**config.mk**
```make
export PLATFORM = sky130hd
export DESIGN_NAME = hazard_ctrl
export DESIGN_NICKNAME = d
export VERILOG_FILES = /design/src/rtl/hazard_ctrl.sv
export SDC_FILE = /design/constraint.sdc
export NUM_CORES = 1
export LEC_CHECK = 0
export ABC_AREA = 1
export CAP_MARGIN = 5
export CORE_ASPECT_RATIO = 0.8
export CORE_UTILIZATION = 56
export CTS_BUF_LIST = sky130_fd_sc_hd__clkbuf_2 sky130_fd_sc_hd__clkbuf_4 sky130_fd_sc_hd__clkbuf_8
export DETAILED_ROUTE_END_ITERATION = 10
export PLACE_DENSITY = 0.87
export SLEW_MARGIN = 30
export SYNTH_ARGS = -nofsm -noshare
export SYNTH_HDL_FRONTEND = slang
export SYNTH_SLANG_ARGS = --single-unit
```
**constraint.sdc**
```tcl
create_clock -name clk -period 2.8 [get_ports clk]
set_input_delay 0.42 -clock clk [delete_from_list [all_inputs] [get_ports clk]]
set_output_delay 0.42 -clock clk [all_outputs]
set_load 0.005 [all_outputs]
```
**src/rtl/hazard_ctrl.sv**
```systemverilog
// -----------------------------------------------------------------------------
// hazard_ctrl
//
// Pipeline hazard controller placed between the instruction decoder and the
// ID/EX pipeline register. A shift-register scoreboard records the destination
// register of every instruction that has left ID but whose result ID cannot
// read yet. From this scoreboard the block:
//   - stalls fetch/decode on read-after-write hazards,
//   - inserts bubbles into EX while stalling,
//   - flushes the wrong-path instruction in ID when EX redirects the PC.
// It also keeps a saturating count of stalled cycles for performance debug.
//
// Optional feature macro: HAZARD_CTRL_FORWARD_EN
//   defined   : the datapath forwards EX/MEM/WB results, so only a load in EX
//               feeding the ID instruction (load-use) stalls.
//   undefined : any match against any scoreboard entry stalls.
//
// Ports:
//   clk             in   clock, rising edge
//   rst_n           in   synchronous active-low reset
//   id_valid        in   ID holds a real instruction
//   id_RW           in   ID instruction writes the register file
//   id_DA           in   ID destination register
//   id_AA, id_BA    in   ID source registers A and B
//   id_MA           in   1: port A uses the PC, not a register
//   id_MB           in   1: port B uses a constant, not a register
//   id_MD           in   result select, 2'b01 marks a load
//   ex_branch_taken in   EX instruction redirects the PC this cycle
//   stall           out  hold PC and IF/ID register (combinational)
//   bubble          out  load NOP controls into ID/EX (combinational)
//   flush           out  invalidate IF/ID register (combinational)
//   stall_count     out  saturating number of stalled cycles (registered)
// -----------------------------------------------------------------------------
module hazard_ctrl #(
    parameter int REGISTER_ADDR_WIDTH = 5,
    parameter int DEPTH               = 3,
    parameter int CNT_WIDTH           = 16
) (
    input  logic                           clk,
    input  logic                           rst_n,
    input  logic                           id_valid,
    input  logic                           id_RW,
    input  logic [REGISTER_ADDR_WIDTH-1:0] id_DA,
    input  logic [REGISTER_ADDR_WIDTH-1:0] id_AA,
    input  logic [REGISTER_ADDR_WIDTH-1:0] id_BA,
    input  logic                           id_MA,
    input  logic                           id_MB,
    input  logic [1:0]                     id_MD,
    input  logic                           ex_branch_taken,
    output logic                           stall,
    output logic                           bubble,
    output logic                           flush,
    output logic [CNT_WIDTH-1:0]           stall_count
);

    localparam logic [REGISTER_ADDR_WIDTH-1:0] REG_ZERO = {REGISTER_ADDR_WIDTH{1'b0}};
    localparam logic [CNT_WIDTH-1:0]           CNT_MAX  = {CNT_WIDTH{1'b1}};
    localparam logic [CNT_WIDTH-1:0]           CNT_ONE  = CNT_WIDTH'(1);

    // Scoreboard: index 0 is the instruction in EX, DEPTH-1 the oldest.
    logic [DEPTH-1:0]               wr_q;
    logic [DEPTH-1:0]               wr_d;
    logic [DEPTH-1:0]               ld_q;
    logic [DEPTH-1:0]               ld_d;
    logic [REGISTER_ADDR_WIDTH-1:0] dst_q [DEPTH];
    logic [REGISTER_ADDR_WIDTH-1:0] dst_d [DEPTH];
    logic [CNT_WIDTH-1:0]           stall_count_q;
    logic [CNT_WIDTH-1:0]           stall_count_d;

    logic             rd_a_s;
    logic             rd_b_s;
    logic [DEPTH-1:0] match_s;
    logic             hazard_s;
    logic             stall_s;
    logic             bubble_s;
    logic             flush_s;
    logic             issue_s;
    // Only entry 0's load flag ever influences a decision; the older copies
    // exist so the flag travels with its instruction.
    logic             unused_ld_s;

    assign unused_ld_s = ^ld_q;

    // Hazard detection against every scoreboard entry.
    always_comb begin
        rd_a_s  = ~id_MA & (id_AA != REG_ZERO);
        rd_b_s  = ~id_MB & (id_BA != REG_ZERO);
        match_s = {DEPTH{1'b0}};
        for (int k = 0; k < DEPTH; k++) begin
            match_s[k] = wr_q[k] & ((rd_a_s & (dst_q[k] == id_AA)) |
                                    (rd_b_s & (dst_q[k] == id_BA)));
        end
`ifdef HAZARD_CTRL_FORWARD_EN
        // Forwarding covers everything except a load still in EX.
        hazard_s = id_valid & match_s[0] & ld_q[0];
`else
        hazard_s = id_valid & (|match_s);
`endif
    end

    // Control outputs: a taken branch overrides any hazard; reset silences all.
    always_comb begin
        if (!rst_n) begin
            stall_s  = 1'b0;
            bubble_s = 1'b0;
            flush_s  = 1'b0;
        end else if (ex_branch_taken) begin
            stall_s  = 1'b0;
            bubble_s = 1'b1;
            flush_s  = 1'b1;
        end else begin
            stall_s  = hazard_s;
            bubble_s = hazard_s;
            flush_s  = 1'b0;
        end
        issue_s = id_valid & ~stall_s & ~flush_s;
    end

    // Next scoreboard state: shift toward the oldest slot, new entry at 0.
    always_comb begin
        wr_d  = wr_q;
        ld_d  = ld_q;
        dst_d = dst_q;
        for (int k = 1; k < DEPTH; k++) begin
            wr_d[k]  = wr_q[k-1];
            ld_d[k]  = ld_q[k-1];
            dst_d[k] = dst_q[k-1];
        end
        if (issue_s) begin
            wr_d[0]  = id_RW & (id_DA != REG_ZERO);
            dst_d[0] = id_DA;
            ld_d[0]  = (id_MD == 2'b01);
        end else begin
            // Stalled, flushed or empty ID shifts in an invalid entry, which
            // bounds every stall to DEPTH cycles.
            wr_d[0]  = 1'b0;
            dst_d[0] = REG_ZERO;
            ld_d[0]  = 1'b0;
        end
    end

    // Next stall counter value, saturating at all ones.
    always_comb begin
        if (stall_s && (stall_count_q != CNT_MAX)) begin
            stall_count_d = stall_count_q + CNT_ONE;
        end else begin
            stall_count_d = stall_count_q;
        end
    end

    // State registers with synchronous active-low reset.
    always_ff @(posedge clk) begin
        if (!rst_n) begin
            wr_q          <= {DEPTH{1'b0}};
            ld_q          <= {DEPTH{1'b0}};
            stall_count_q <= {CNT_WIDTH{1'b0}};
            for (int k = 0; k < DEPTH; k++) begin
                dst_q[k] <= REG_ZERO;
            end
        end else begin
            wr_q          <= wr_d;
            ld_q          <= ld_d;
            stall_count_q <= stall_count_d;
            for (int k = 0; k < DEPTH; k++) begin
                dst_q[k] <= dst_d[k];
            end
        end
    end

    assign stall       = stall_s;
    assign bubble      = bubble_s;
    assign flush       = flush_s;
    assign stall_count = stall_count_q;

endmodule

```
* Yosys cells after proc, flatten, opt, wreduce, memory -nomap -nowiden *
Index checks and enable logic that the tools add are counted.

storage, ports and cells
  bits in registers = 34
  output and inout bits = 19

operators by class
  reduce and logical (&&, ||, !) cells = 6
  bitwise logic cells = 22
  $add $sub $neg = 1
  multiplexer cells = 6
  equality and inequality tests = 7

operator list
  kind                   number
  $eq 5x5->1             6
  $add 16x1->16 const B  1
  $ne 16x16->1 const B   1
  $and 1x1->1            15
  $reduce_bool 5->1      3
  $mux 1                 6
  $not 1->1              4
  $or 1x1->1             3
  $reduce_or 3->1        1
  $reduce_and 2->1       1
  $logic_and 1x1->1      1

* Depth between registers and ports, before layout *
  word-level depth = 13
  depth in mapped cells = 15
  mapped depth without buffers = 15

* Worst setup path after synthesis *
No wires, ideal clock.

  kind = input port to output port
  from = in id_BA[2]
  to = out bubble
  stages = 11
  required time = 2.380 ns
  arrival = 1.264 ns
  buffers on the path = 1
  slack = 1.116 ns
  cell sequence = nor2_1 nand3b_1 nand2_1 clkinv_1 nand3_1 nand2_1 nand2_2 nand3_2 buf_6 nand3_1 nand2_1

between the ends
  cells in the longest elaborated chain, start to end = 9

ends and longest elaborated chain
  what                 RTL line  source
  from (decl)          45        input logic [REGISTER_ADDR_WIDTH-1:0] id_BA,
  $reduce_bool 5->1    87        rd_b_s = ~id_MB & (id_BA != REG_ZERO);
  $and 1x1->1          87
  $and 1x1->1          91        (rd_b_s & (dst_q[k] == id_BA)));
  $or 1x1->1           90        match_s[k] = wr_q[k] & ((rd_a_s & (dst_q[k] == id_AA)) |
  $and 1x1->1          90
  $reduce_or 3->1 (*)  97        hazard_s = id_valid & (|match_s);
  $and 1x1->1 (*)      97
  $mux 1 (*)           107       end else if (ex_branch_taken) begin
  $mux 1 (*)           103       if (!rst_n) begin
  to (decl)            51        output logic bubble,

Every way passes the cells marked *; elsewhere a longest branch is shown, timed or not.

* Final worst setup path *
  from = in id_BA[0]
  to = out stall

between the ends
  cells in the longest elaborated chain, start to end = 9

ends and longest elaborated chain
  what                 RTL line  source
  $reduce_bool 5->1    87
  $and 1x1->1          87
  $and 1x1->1          91
  $or 1x1->1           90
  $and 1x1->1          90
  $reduce_or 3->1 (*)  97
  $and 1x1->1 (*)      97
  $mux 1 (*)           107
  $mux 1 (*)           103
  to (decl)            50        output logic stall,

Marks and branches as above.

==> out/metrics.cfg <==
[outcome]
status = finished clean

[placement]
gp_congestion = 0.813
dp_hpwl_mm = 3.39
io_buffers = 40
dp_slack_ps = -5.13

[grt]
grt_pass1_vias = 1618
grt_max_degree = 22
track_usage = 0.263
grt_pass1_wl_mm = 7.19
gr-total-overflow = 0
antenna_found_initial = 0

[sta]
max-slew-margin-rel = 0.721
worst_slew_pin_slew_ps = 416
setup_viol_count_final = 0
setup_ws_ps = 215
period_minus_slack_ps = 2590
fmax_mhz = 387
post-route-period-util = 0.923
hold_viol = 0
hold_ws_ps = 427
drv_slew = 0
finalClockSkew_ps = 7.13
rsz0062_at_grt = no

[finish]
diodes = 0
layout-drive-gt1-share = 0.0712
multi_input_area_mm2 = 0.00104
final.fill_count = 239
fin_util = 0.788
ff_latch_area_um2 = 681
area_growth_pct = 28.4
final_nets = 375

[pwr]
power.share.combinational = 0.106
p_sw_mw = 0.246
p_leak_nw = 1.28
ir_drop_mv = 0.387
clkPwrFrac = 0.394
p_seq_frac = 0.500
p_int_mw = 0.739
powerDensity_mw_per_mm2 = 388
switching_share = 0.250

[cts]
cts_tree = done
clk_pin_slew_ps = 80
htreeDepth = 2
post-cts-setup-buffers = 0
clk_latency_ps = 290
cts_made_buffers = 5
clockBufferDepth = 2
root_buffer = clkbuf_8
clock-sinks = 34

[worst_setup_path]
reg2reg_depth = 13
critPathKind = in -> out
critPathArrivalTime_ps = 2170
r2r_setup_slack_ps = 890
crit_path_start_kind = primary input
r2r_end = stall_count[13]$_SDFFE_PN0P_
endpoint_kind = output port
crit_fanout = 5
critPathRequiredTime_ps = 2380
reg2reg_from = stall_count[0]$_SDFFE_PN0P_

[worst_hold_path]
hp-start = wr_q[1]$_SDFF_PN0_
hold_path_class = reg -> reg
whs_endpoint = wr_q[2]$_SDFF_PN0_
hold_path_depth = 2

[job]
drv_cap = 0

[synthesis]
synth_top_area_frac = 0.345
netlist_instances = 302
synth_area_leaders = dfxtp_1 (34%), nand2_1 (14%), inv_1 (11%)
synth_fp_nets = 327
yosys_register_bits = 34
avgSynthCellArea_um2 = 6.54
yosysUniqueCellTypes = 25
synth_top_area_cell = dfxtp_1
synth.cell_area_mm2 = 0.00198
yosys_warnings = 0
yosysSeqAreaShare = 0.345

[die]
ioPinCount = 43
die_w_um = 68.4
dieArea_mm2 = 0.00377
fp-row-count = 18
core_mm2 = 0.00322
start_util = 0.613
die_h_um = 55.1

[detailed_routing]
via_per_inst = 4.92
drtIter0Drc = 141
wl_per_cell_um = 11.6
ant_nets = 0
wirelength_mm = 4.52
vias = 1922
drt-pass1-iter-count = 4
drc = 0

==> flip-flops by register name, summed over array words and instances, names as in the netlist <==
signal / count
stall_count: 16
wr_q: 3
dst_d: 10
dst_q: 5
==> synth_stat cells <==
library cell	number
buf_6	1
nor2_2	1
clkinv_1	1
nand3_1	13
inv_1	57
buf_2	1
xor2_1	16
nor3_1	3
clkbuf_1	1
nor3_2	1
nand3_2	2
inv_4	1
buf_4	1
inv_2	1
ha_1	1
nor2_1	51
dfxtp_1	34
o21ai_0	1
nand4_1	12
xnor2_1	12
o21bai_1	7
nand3b_1	2
nand2_1	75
o31ai_1	1
nand2_2	6
==> kinds of logic (layout without fill, tap and decap cells) <==
| group | after synthesis | in the layout | synth area share |
|---|---|---|---|
| DFF | 34 | 34 | 0.345 |
| adders and majority gates | 1 | 1 | 0.00633 |
| buffers and inverters | 64 | 113 | 0.129 |
| AOI/OAI and AO/OA | 9 | 9 | 0.0329 |
| and+or+nand+nor | 166 | 166 | 0.363 |
| xor gates and xnor gates | 28 | 28 | 0.124 |
==> layer usage <==
metal  track usage  up-vias  wire, um
li1              -     1003         -
met1         0.359      844      2190
met2         0.422       68      1990
met3        0.0492        7       299
met4        0.0799        0        42
met5             0        -         0
==> layout by cell type, fill, tap and decap left out <==
cell             instances
nand3_2                  2
xor2_1                  16
o21ai_0                  1
nand2_1                 75
nand3b_1                 2
nand2_2                  6
inv_4                    1
ha_1                     1
clkdlybuf4s50_1         30
nand3_1                 13
clkinv_2                 1
dlymetal6s2s_1           5
o31ai_1                  1
dfxtp_1                 34
xnor2_1                 12
nand4_1                 12
nor3_2                   1
o21bai_1                 7
buf_4                    5
dlygate4sd2_1            5
clkbuf_8                 6
inv_1                   57
clkinvlp_4               1
nor2_2                   1
inv_2                    1
clkinv_1                 1
nor3_1                   3
nor2_1                  51
==> metrics by stage <==
stage          total power, mW  instances  instance area, um^2  TNS [ps]
2_1_floorplan            0.556        302                 1980         0
3_3_place_gp             0.607        383                 2440         0
3_5_place_dp             0.610        383                 2440     -5.13
4_1_cts                  0.984        391                 2520         0
5_1_grt                   1.02        391                 2540         0
6_report                 0.985        391                 2540         0
==> worst max-delay path, cell delays in order <==
cell and delay, ps:
dlygate4sd2_1 320, nor2_1 130, nand3b_1 80, nand2_1 60, clkinv_1 110, nand3_1 100
nand2_1 100, nand2_2 90, nand3_2 140, nand2_2 140, inv_4 40, clkdlybuf4s50_1 440
==> worst max path at each step <==
stage	startpoint	to	slack, ps	depth (start not counted)
after global placement	id_BA[0]	stall	40	12
after floorplan	id_BA[2]	bubble	1120	11
after detailed placement	id_BA[1]	stall	-5	12
after global routing	id_BA[2]	bubble	90	12
final	id_BA[0]	stall	210	12
after CTS	id_AA[0]	stall	1	11
==> timing repair <==
action                                  4_1_cts  5_1_grt
hold buffers                                  0        0
endpoints found under the setup margin        2        2
resized for setup                             5        5
==> cell type report <==
class / instances / share of cell area
clock buffers: 6 / 0.0325
well taps: 40 / 0.0197
clock inverters: 2 / 0.00493
inverters: 60 / 0.0897
repair buffers: 45 / 0.175
flip-flops and latches: 34 / 0.268
multi-input cells: 204 / 0.410
==> power groups by stage <==
stage               logic [mW]  registers, mW  clock network (mW)
CTS                      0.105          0.493               0.386
global route             0.117          0.493               0.408
floorplan               0.0531          0.503                   0
finish                   0.104          0.493               0.388
global placement         0.104          0.504                   0
detailed placement       0.106          0.504                   0
Power figures use the tool's default switching activity.
